==> src/rtl/tp_merge_pkg.sv <==
// rtl/tp_merge_pkg.sv - shared width, flag position and FSM states for the event merger
package tp_merge_pkg;

  localparam int DEFAULT_DATA_WIDTH = 65;

  // The metadata flag is always the top bit of a word.
  function automatic int flag_bit(input int width);
    return width - 1;
  endfunction

  localparam int FLAG_BIT = flag_bit(DEFAULT_DATA_WIDTH);

  typedef enum logic [1:0] {
    IDLE  = 2'd0,
    GRANT = 2'd1,
    XFER  = 2'd2
  } state_t;

endpackage

==> src/rtl/rr_arbiter.sv <==
// rtl/rr_arbiter.sv - round-robin pick of the first requester at or above the pointer
module rr_arbiter #(
  parameter int N  = 2,
  parameter int IW = $clog2(N)
) (
  input  logic [N-1:0]  req,
  input  logic [IW-1:0] ptr,
  output logic [N-1:0]  grant,
  output logic [IW-1:0] idx
);

  logic          found;
  logic [IW-1:0] cand;

  always_comb begin
    grant = '0;
    idx   = '0;
    found = 1'b0;
    cand  = '0;
    for (int i = 0; i < N; i++) begin
      cand = IW'((int'(ptr) + i) % N);
      if (!found && req[cand]) begin
        found       = 1'b1;
        grant[cand] = 1'b1;
        idx         = cand;
      end
    end
  end

endmodule

==> src/rtl/event_merger.sv <==
// rtl/event_merger.sv - merges whole header/body/footer events from N FWFT FIFOs into one stream
module event_merger
  import tp_merge_pkg::*;
#(
  parameter int DATA_WIDTH = DEFAULT_DATA_WIDTH,
  parameter int N_INPUTS   = 2
) (
  input  logic                                 clock,
  input  logic                                 reset_n,
  input  logic [N_INPUTS-1:0][DATA_WIDTH-1:0]  in_data,
  input  logic [N_INPUTS-1:0]                  in_empty,
  output logic [N_INPUTS-1:0]                  in_read_enable,
  output logic [DATA_WIDTH-1:0]                out_data,
  output logic                                 out_write_enable,
  input  logic                                 out_almost_full,
  output logic [15:0]                          event_count,
  output logic                                 protocol_error
);

  localparam int IW   = $clog2(N_INPUTS);
  localparam int FLAG = flag_bit(DATA_WIDTH);

  logic [1:0]          rst_sync;
  logic                rst_n_int;
  state_t              state, state_next;
  logic [IW-1:0]       rr, sel, grant_idx;
  logic [N_INPUTS-1:0] grant;
  logic                first_word, head_flag;
  logic                pop, discard, footer;

  // Assert immediately, release two clocks after reset_n rises.
  always_ff @(posedge clock or negedge reset_n) begin
    if (!reset_n) rst_sync <= 2'b00;
    else          rst_sync <= {rst_sync[0], 1'b1};
  end
  assign rst_n_int = rst_sync[1];

  rr_arbiter #(.N(N_INPUTS), .IW(IW)) u_arb (
    .req   (~in_empty),
    .ptr   (rr),
    .grant (grant),
    .idx   (grant_idx)
  );

  assign head_flag = in_data[sel][FLAG];

  always_ff @(posedge clock or negedge rst_n_int) begin
    if (!rst_n_int) state <= IDLE;
    else            state <= state_next;
  end

  always_comb begin
    state_next     = state;
    in_read_enable = '0;
    pop            = 1'b0;
    discard        = 1'b0;
    footer         = 1'b0;
    case (state)
      IDLE: begin
        if (|grant) state_next = GRANT;
      end
      GRANT: begin
        // A headless word can never start an event: drop it and rescan.
        if (!head_flag) begin
          discard    = 1'b1;
          state_next = IDLE;
        end else begin
          state_next = XFER;
        end
      end
      XFER: begin
        if (!in_empty[sel] && !out_almost_full) begin
          pop = 1'b1;
          if (head_flag && !first_word) begin
            footer     = 1'b1;
            state_next = IDLE;
          end
        end
      end
      default: state_next = IDLE;
    endcase
    if (pop || discard) in_read_enable[sel] = 1'b1;
  end

  always_ff @(posedge clock or negedge rst_n_int) begin
    if (!rst_n_int) begin
      rr               <= '0;
      sel              <= '0;
      first_word       <= 1'b0;
      out_write_enable <= 1'b0;
      out_data         <= '0;
      event_count      <= '0;
      protocol_error   <= 1'b0;
    end else begin
      out_write_enable <= pop;
      if (pop) out_data <= in_data[sel];
      if (state == IDLE && |grant) sel <= grant_idx;
      if (state == GRANT && head_flag) first_word <= 1'b1;
      if (pop) first_word <= 1'b0;
      if (discard) protocol_error <= 1'b1;
      if (footer) begin
        rr          <= (sel == IW'(N_INPUTS - 1)) ? '0 : sel + IW'(1);
        event_count <= event_count + 16'd1;
      end
    end
  end

endmodule

==> config.mk <==
export PLATFORM = sky130hd
export DESIGN_NAME = event_merger
export DESIGN_NICKNAME = d
export VERILOG_FILES = /design/src/rtl/tp_merge_pkg.sv /design/src/rtl/rr_arbiter.sv /design/src/rtl/event_merger.sv
export SDC_FILE = /design/constraint.sdc
export NUM_CORES = 1
export LEC_CHECK = 0
export BUFFER_PORTS_ARGS = -buffer_cell sky130_fd_sc_hd__buf_2
export CORE_AREA = 2 2 93 113
export CTS_CLUSTER_DIAMETER = 80
export CTS_CLUSTER_SIZE = 14
export DETAILED_ROUTE_END_ITERATION = 16
export DIE_AREA = 0 0 95 115
export PLACE_DENSITY = 0.82
export SLEW_MARGIN = 5
export SYNTH_ARGS = -nofsm -noshare
export SYNTH_HDL_FRONTEND = slang
export SYNTH_SLANG_ARGS = --single-unit
==> constraint.sdc <==
create_clock -name clock -period 8.1 [get_ports clock]
set_clock_uncertainty 0.05 [all_clocks]
set_input_delay 0.405 -clock clock [delete_from_list [all_inputs] [get_ports clock]]
set_output_delay 0.405 -clock clock [all_outputs]
set_load 0.02 [all_outputs]
==> impl_metrics.csv, run 1 <==
group,metric,value,unit
worst_setup_path,cp_cell_sequence,"buf_4, o21a_1, buf_2",
floorplan,die-height,115,µm
clocking,path_clk_slew,0.06,ns
global_routing,overflow,0,
clocking,holdBufCountCts,1,
clocking,cts_resized,0,
drt,vias,3541,
clocking,clock-sinks,90,
sta,fin_ws,5.59,ns
drt,routed_wl,9.62,mm
worst_setup_path,slowest_stage,"buf_4",
synth,synth.distinct_cells,36,
worst_setup_path,cp_max_fo,69,
cells_and_area,register_area,0.00226,mm²
placed_design,gp_congestion,0.734,
sta,tns,0,ns
synth,async_reset_ff_frac,1.00,
power_and_ir_drop,power_density,362,mW/mm²
synth,synth_top_area_frac,0.546,
min_path,hold_path.class,"flip-flop to asynchronous set/reset pin",
clocking,htreeDepth,3,
placed_design,pre_cts_ws,5.73,ns
worst_setup_path,start_kind,"flip-flop",
worst_setup_path,critPathTopFamily,"buffers and inverters",
clocking,clk_latency,0.33,ns
synth,syn-num-nets,522,
global_routing,grt_max_degree,118,
worst_setup_path,critical_path_buf_inv_count,2,
power_and_ir_drop,leakage,2.83,nW
synth,synth_area_leaders,"dfrtp_1 (55%), mux2i_1 (16%), a21oi_1 (8.0%)",
worst_setup_path,arrival,2.05,ns
synth,yosysWarnings,0,
synth,synth_common_cells,"dfrtp_1 (90), nor2_1 (71), a21oi_1 (66)",
drt,wl_per_cell,13.2,µm
synth,netlist_area,0.00412,mm²
synth,syn_inst,386,
synth,avgSynthCellArea,10.7,µm²
floorplan,die_area,0.0109,mm²
clocking,cts_setup_buffers,0,
drt,drcViolationCount,0,
clocking,cts_tree,"yes",
sta,fmax,399,MHz
sta,tightest_slew,1.10,ns
synth,yosysMostFrequentCell,"dfrtp_1",
clocking,cts_max_path_buffers,2,
sta,fin_crit_sh,0.309,
synth,synth_edf_count,0,
sta,setup_violations,0,
cells_and_area,finalNetCount,732,
synth,yosysTopAreaCell,"dfrtp_1",
floorplan,die_x,95,µm
cells_and_area,area_delta_synth_final,35.3,%
placed_design,hpwlAfterDp,7.35,mm
synth,ys_seq_area_frac,0.546,
worst_setup_path,slowest_delay,0.84,ns
drt,avgViaCountPerCell,4.87,
cells_and_area,multi_input_area,0.00172,mm²
floorplan,start_util,0.418,
floorplan,core_area,0.00986,mm²
worst_setup_path,critical_path_required,7.65,ns
sta,grt_setup_unrepaired,"no",
sta,finalMaxSlewViolations,0,
placed_design,io_buffer_count,219,
global_routing,grt_usage,0.171,
drt,drtIter0Drc,124,
run_status,outcome,"completed",
floorplan,rows,40,
cells_and_area,drive_gt1_frac,0.410,
global_routing,grt_pass1_vias,3353,
synth,synth_ff_type,"dfrtp_1",
global_routing,grt_pass1_wl,14.8,mm
sta,finalHoldViolations,0,
worst_setup_path,crit_type,"flip-flop to primary output",
global_routing,antenna_found_initial,1,
synth,ys_seq_elements,90,
worst_setup_path,endpoint_kind,"primary output",
clocking,cts_inserted_buffers,9,
cells_and_area,fill_cells,886,
sta,relSlewSlack,0.266,
worst_setup_path,cp.depth,3,
clocking,cts-root-buf,"clkbuf_16",
run,cap_violations,0,
floorplan,io_pins,220,
worst_setup_path,ff2ff_path_depth,4,
drt,postRouteAntennaNets,0,
drt,drtPass1Iterations,4,
power_and_ir_drop,peakVddDrop,0.000147,V
sta,period_needed,2.51,ns
state kept, by name, summed over array words and instances (netlist names):
register          flops
event_count          16
first_word            1
out_data             65
out_write_enable      1
protocol_error        1
rr                    1
rst_sync              2
sel                   1
state                 2
path summary, 6_finish.rpt:
kind                        startpoint                end  slack [ns]
setup / recovery                   sel  in_read_enable[1]        5.59
hold / removal             rst_sync[1]       out_data[13]        0.25
setup reg to reg              state[0]       out_data[22]        5.77
hold reg to reg            rst_sync[1]       out_data[13]        0.25
max in group asynchronous  rst_sync[1]                sel        6.70
min in group clock         in_empty[1]                sel        0.26
layer usage:
metal	up-vias	GRT usage	routed length, µm
li1	1754	-	-
met1	1645	0.188	3620
met2	128	0.314	5170
met3	14	0.0446	675
met4	0	0.0628	154
met5	-	0	0
placed cells by master, fill, tap and decap left out, types with 2 or more instances in the layout:
master	count
nand2_1	8
and4_1	2
nor2_1	71
xor2_1	11
nor3_2	2
nor4_1	5
dfrtp_4	2
xnor2_1	4
clkbuf_1	3
mux2i_1	65
clkbuf_16	9
a21oi_1	66
inv_1	7
nand2b_1	2
buf_2	219
nor3_1	4
dfrtp_1	88
buf_4	3
o21ai_0	3
nand3_1	4
metrics by stage:
step	util	instance area (µm²)	power, mW	instances	hold slack [ns]
6_report	0.566	5580	2.02	727	0.247
5_1_grt	0.566	5580	2.16	727	0.260
4_1_cts	0.565	5570	2.05	726	0.254
3_5_place_dp	0.536	5290	1.65	710	0.150
3_3_place_gp	0.536	5290	1.61	710	0.146
2_1_floorplan	-	4120	1.35	386	0.0594
layout make-up:
| cell class | instances | area share |
|---|---|---|
| Sequential cell | 90 | 0.405 |
| Multi-Input combinational cell | 265 | 0.309 |
| Timing Repair Buffer | 223 | 0.202 |
| Clock buffer | 12 | 0.0424 |
| Tap cell | 126 | 0.0283 |
| Clock inverter | 3 | 0.00763 |
| Inverter | 7 | 0.00471 |
| Antenna cell | 1 | 0.000449 |
cell families after synthesis:
logic type                 share of synthesized area
AOI/OAI and AO/OA                             0.0944
xor gates and xnor gates                      0.0319
muxes                                          0.170
and+or+nand+nor                                0.117
other                                       0.000910
DFF                                            0.546
adders and majority gates                    0.00304
buffers and inverters                         0.0361
power breakdown:
part / internal, mW / switching, mW
logic: 0.350 / 0.534
clock network: 0.237 / 0.155
registers: 0.633 / 0.110
(Power assumes the default switching activity.)
==> run 2, diff against run 1 <==
--- a/config.mk
+++ b/config.mk
@@ -5,13 +5,14 @@
 export SDC_FILE = /design/constraint.sdc
 export NUM_CORES = 1
 export LEC_CHECK = 0
+export ABC_AREA = 1
 export BUFFER_PORTS_ARGS = -buffer_cell sky130_fd_sc_hd__buf_2
-export CORE_AREA = 2 2 93 113
+export CORE_AREA = 2 2 96 117
 export CTS_CLUSTER_DIAMETER = 80
 export CTS_CLUSTER_SIZE = 14
 export DETAILED_ROUTE_END_ITERATION = 16
-export DIE_AREA = 0 0 95 115
-export PLACE_DENSITY = 0.82
+export DIE_AREA = 0 0 98 119
+export PLACE_DENSITY = 0.81
 export SLEW_MARGIN = 5
 export SYNTH_ARGS = -nofsm -noshare
 export SYNTH_HDL_FRONTEND = slang
==> constraint.sdc (replaced) <==
create_clock -name clock -period 2.29 [get_ports clock]
set_clock_uncertainty 0.05 [all_clocks]
set_input_delay 0.1145 -clock clock [delete_from_list [all_inputs] [get_ports clock]]
set_output_delay 0.1145 -clock clock [all_outputs]
set_load 0.02 [all_outputs]
==> run 2 against run 1 <==
Core utilization increased by 8.3 points; sequential cell count stayed put; count of clock-buffer cells in the layout grew 1; critical path depth rose by 6; clock power rose to 3.4 times the previous value; via count grew 43%; die area is 6.7% higher; cell count rose by 38%; largest cell class is now non-clock buffers.
==> impl_metrics.csv, run 2 <==
group,metric,value,unit
run_status,outcome,"completed",
sta,relSlewSlack,0.561,
cells_and_area,area_delta_synth_final,63.2,%
global_routing,antenna_found_initial,0,
clocking,clk_latency,0.33,ns
synth,syn-num-nets,673,
synth,synth.distinct_cells,26,
run,cap_violations,0,
sta,finalMaxSlewViolations,0,
worst_setup_path,endpoint_kind,"flip-flop",
synth,synth_area_leaders,"dfrtp_1 (53%), nand2_1 (19%), a31oi_1 (9.4%)",
floorplan,die-height,119,µm
synth,avgSynthCellArea,7.89,µm²
synth,synth_common_cells,"nand2_1 (212), dfrtp_1 (90), nor2_1 (83)",
global_routing,grt_max_degree,67,
sta,fin_crit_sh,0.957,
drt,avgViaCountPerCell,5.04,
cells_and_area,fill_cells,848,
cells_and_area,layout_common_cells,"buf_2 (219), nand2_1 (212), dlygate4sd3_1 (118), dfrtp_1 (88), nor2_1 (83)",
synth,yosysMostFrequentCell,"nand2_1",
power_and_ir_drop,leakage,3.40,nW
sta,finalHoldViolations,0,
cells_and_area,regMostFlops,"out_data",
cells_and_area,fin_area,0.00692,mm²
cells_and_area,final_util,0.648,
synth,yosys.area_share.simple,0.285,
floorplan,start_util,0.397,
synth,async_reset_ff_frac,1.00,
sta,tightest_slew,0.657,ns
clocking,cts_setup_buffers,0,
drt,vias,5050,
worst_setup_path,arrival,2.41,ns
drt,routed_wl,14.6,mm
synth,yosysTopAreaCell,"dfrtp_1",
clocking,cts_max_path_buffers,2,
synth,netlist_area,0.00424,mm²
cells_and_area,finalNetCount,1000,
global_routing,grt_usage,0.254,
min_path,hold_path.class,"input pin to flip-flop",
cells_and_area,reg_top3,"out_data: 65 flops, event_count: 16 flops",
synth,synth_edf_count,0,
floorplan,die_area,0.0117,mm²
clocking,htreeDepth,3,
placed_design,hpwlAfterDp,8.29,mm
global_routing,grt_pass1_wl,23.9,mm
clocking,path_clk_slew,0.06,ns
cells_and_area,largest_reg_flops,65,
worst_setup_path,cp_max_fo,66,
sta,setup_violations,0,
synth,synth-compound-area-share,0.111,
placed_design,dpl_cell_area,0.00545,mm²
power_and_ir_drop,finalPower,8.09,mW
sta,period_needed,2.19,ns
power_and_ir_drop,peakVddDrop,0.000695,V
placed_design,io_buffer_count,219,
floorplan,core_area,0.0107,mm²
cells_and_area,drive_gt1_frac,0.284,
synth,ys_seq_area_frac,0.531,
sta,fmax,457,MHz
clocking,cts-root-buf,"clkbuf_16",
sta,grt_setup_unrepaired,"yes",
synth,synth_fa_ha_area_frac,0.00295,
clocking,clock-sinks,90,
cells_and_area,final_common_cell,"buf_2",
floorplan,die_x,98,µm
clocking,cts_tree,"yes",
worst_setup_path,start_kind,"input pin",
drt,postRouteAntennaNets,0,
worst_setup_path,critical_path_required,2.50,ns
power_and_ir_drop,power_density,1170,mW/mm²
drt,drtIter0Drc,216,
synth,syn_inst,537,
synth,synth-xor-area-share,0.0145,
sta,hold_slack,0.0123,ns
synth,synth_top_area_frac,0.531,
drt,drtPass1Iterations,7,
synth,synth_top_family_by_area,"simple AND/OR/NAND/NOR gates",
clocking,cts_inserted_buffers,9,
drt,wl_per_cell,14.6,µm
synth,ys_seq_elements,90,
placed_design,gp_congestion,0.848,
worst_setup_path,crit_type,"input pin to flip-flop",
global_routing,grt_pass1_vias,5080,
global_routing,overflow,0,
cells_and_area,n_antenna_cell,0,
synth,synth_ff_type,"dfrtp_1",
floorplan,rows,42,
floorplan,io_pins,220,
synth,yosysWarnings,0,
synth,synthMuxAreaShare,0,
sta,fin_ws,0.0995,ns
drt,drcViolationCount,0,
placed_design,pre_cts_ws,0.530,ns
==> run 2: power breakdown <==
part / switching (mW) / total [mW] / leakage, nW / internal, mW
Clock: 0.587 / 1.35 / 0.130 / 0.763
Combinational: 2.29 / 4.11 / 2.20 / 1.82
Sequential: 0.389 / 2.62 / 1.06 / 2.24
==> run 2: what timing repair did <==
action,4_1_cts,5_1_grt
hold buffers,119,0
gates resized for setup,0,1
setup endpoints to repair,0,6
hold endpoints to repair,66,0
==> run 2: cell families after synthesis <==
logic type               count (synthesis)
AND/OR/NAND/NOR                        312
flip-flops                              90
buffers and inverters                   49
other                                    1
XOR/XNOR                                 7
adder cells (fa/ha/maj)                  1
AO/OA/AOI/OAI                           77
==> run 2: worst max-delay path, cell delays in order <==
cell and delay [ns]:
dlygate4sd3_1 0.55, buf_2 0.14, nand2_1 0.06, nand3b_1 0.16
nor2_4 0.22, buf_12 0.29, nor2_1 0.11, a31oi_1 0.18
dlygate4sd3_1 0.57
==> run 2: final cells by class <==
cell class / instances / area [µm²] / share of cell area
Clock buffer: 13 / 250 / 0.0362
Clock inverter: 3 / 17.5 / 0.00253
Inverter: 18 / 67.6 / 0.00977
Multi-Input combinational cell: 398 / 1760 / 0.255
Sequential cell: 90 / 2260 / 0.326
Tap cell: 132 / 165 / 0.0239
Timing Repair Buffer: 347 / 2390 / 0.346
==> run 2: worst paths after layout <==
check                           cells after the start  slack, ns         endpoint         from
worst max-delay path                                9        0.1     out_data[49]  in_empty[1]
worst min-delay path                                3       0.01     out_data[24]  in_data[89]
worst max register to register                      8       0.13     out_data[49]          sel
worst min register to register                      0       0.23  event_count[11]  rst_sync[1]
max in group asynchronous                           1       1.27              sel  rst_sync[1]
min in group asynchronous                           2       0.05      rst_sync[1]      reset_n
==> run 2: metal layers <==
| metal | GRT usage | part of all wire | up-vias |
|---|---|---|---|
| li1 | - | - | 2402 |
| met1 | 0.296 | 0.38 | 2380 |
| met2 | 0.452 | 0.52 | 229 |
| met3 | 0.0628 | 0.071 | 39 |
| met4 | 0.0920 | 0.028 | 0 |
| met5 | 0 | 0 | - |
==> run 2: stage by stage <==
step	cells	setup TNS [ns]
floorplan	537	0
global placement	866	0
detailed placement	866	0
CTS	1001	0
global route	1001	-0.0271
finish	1001	0
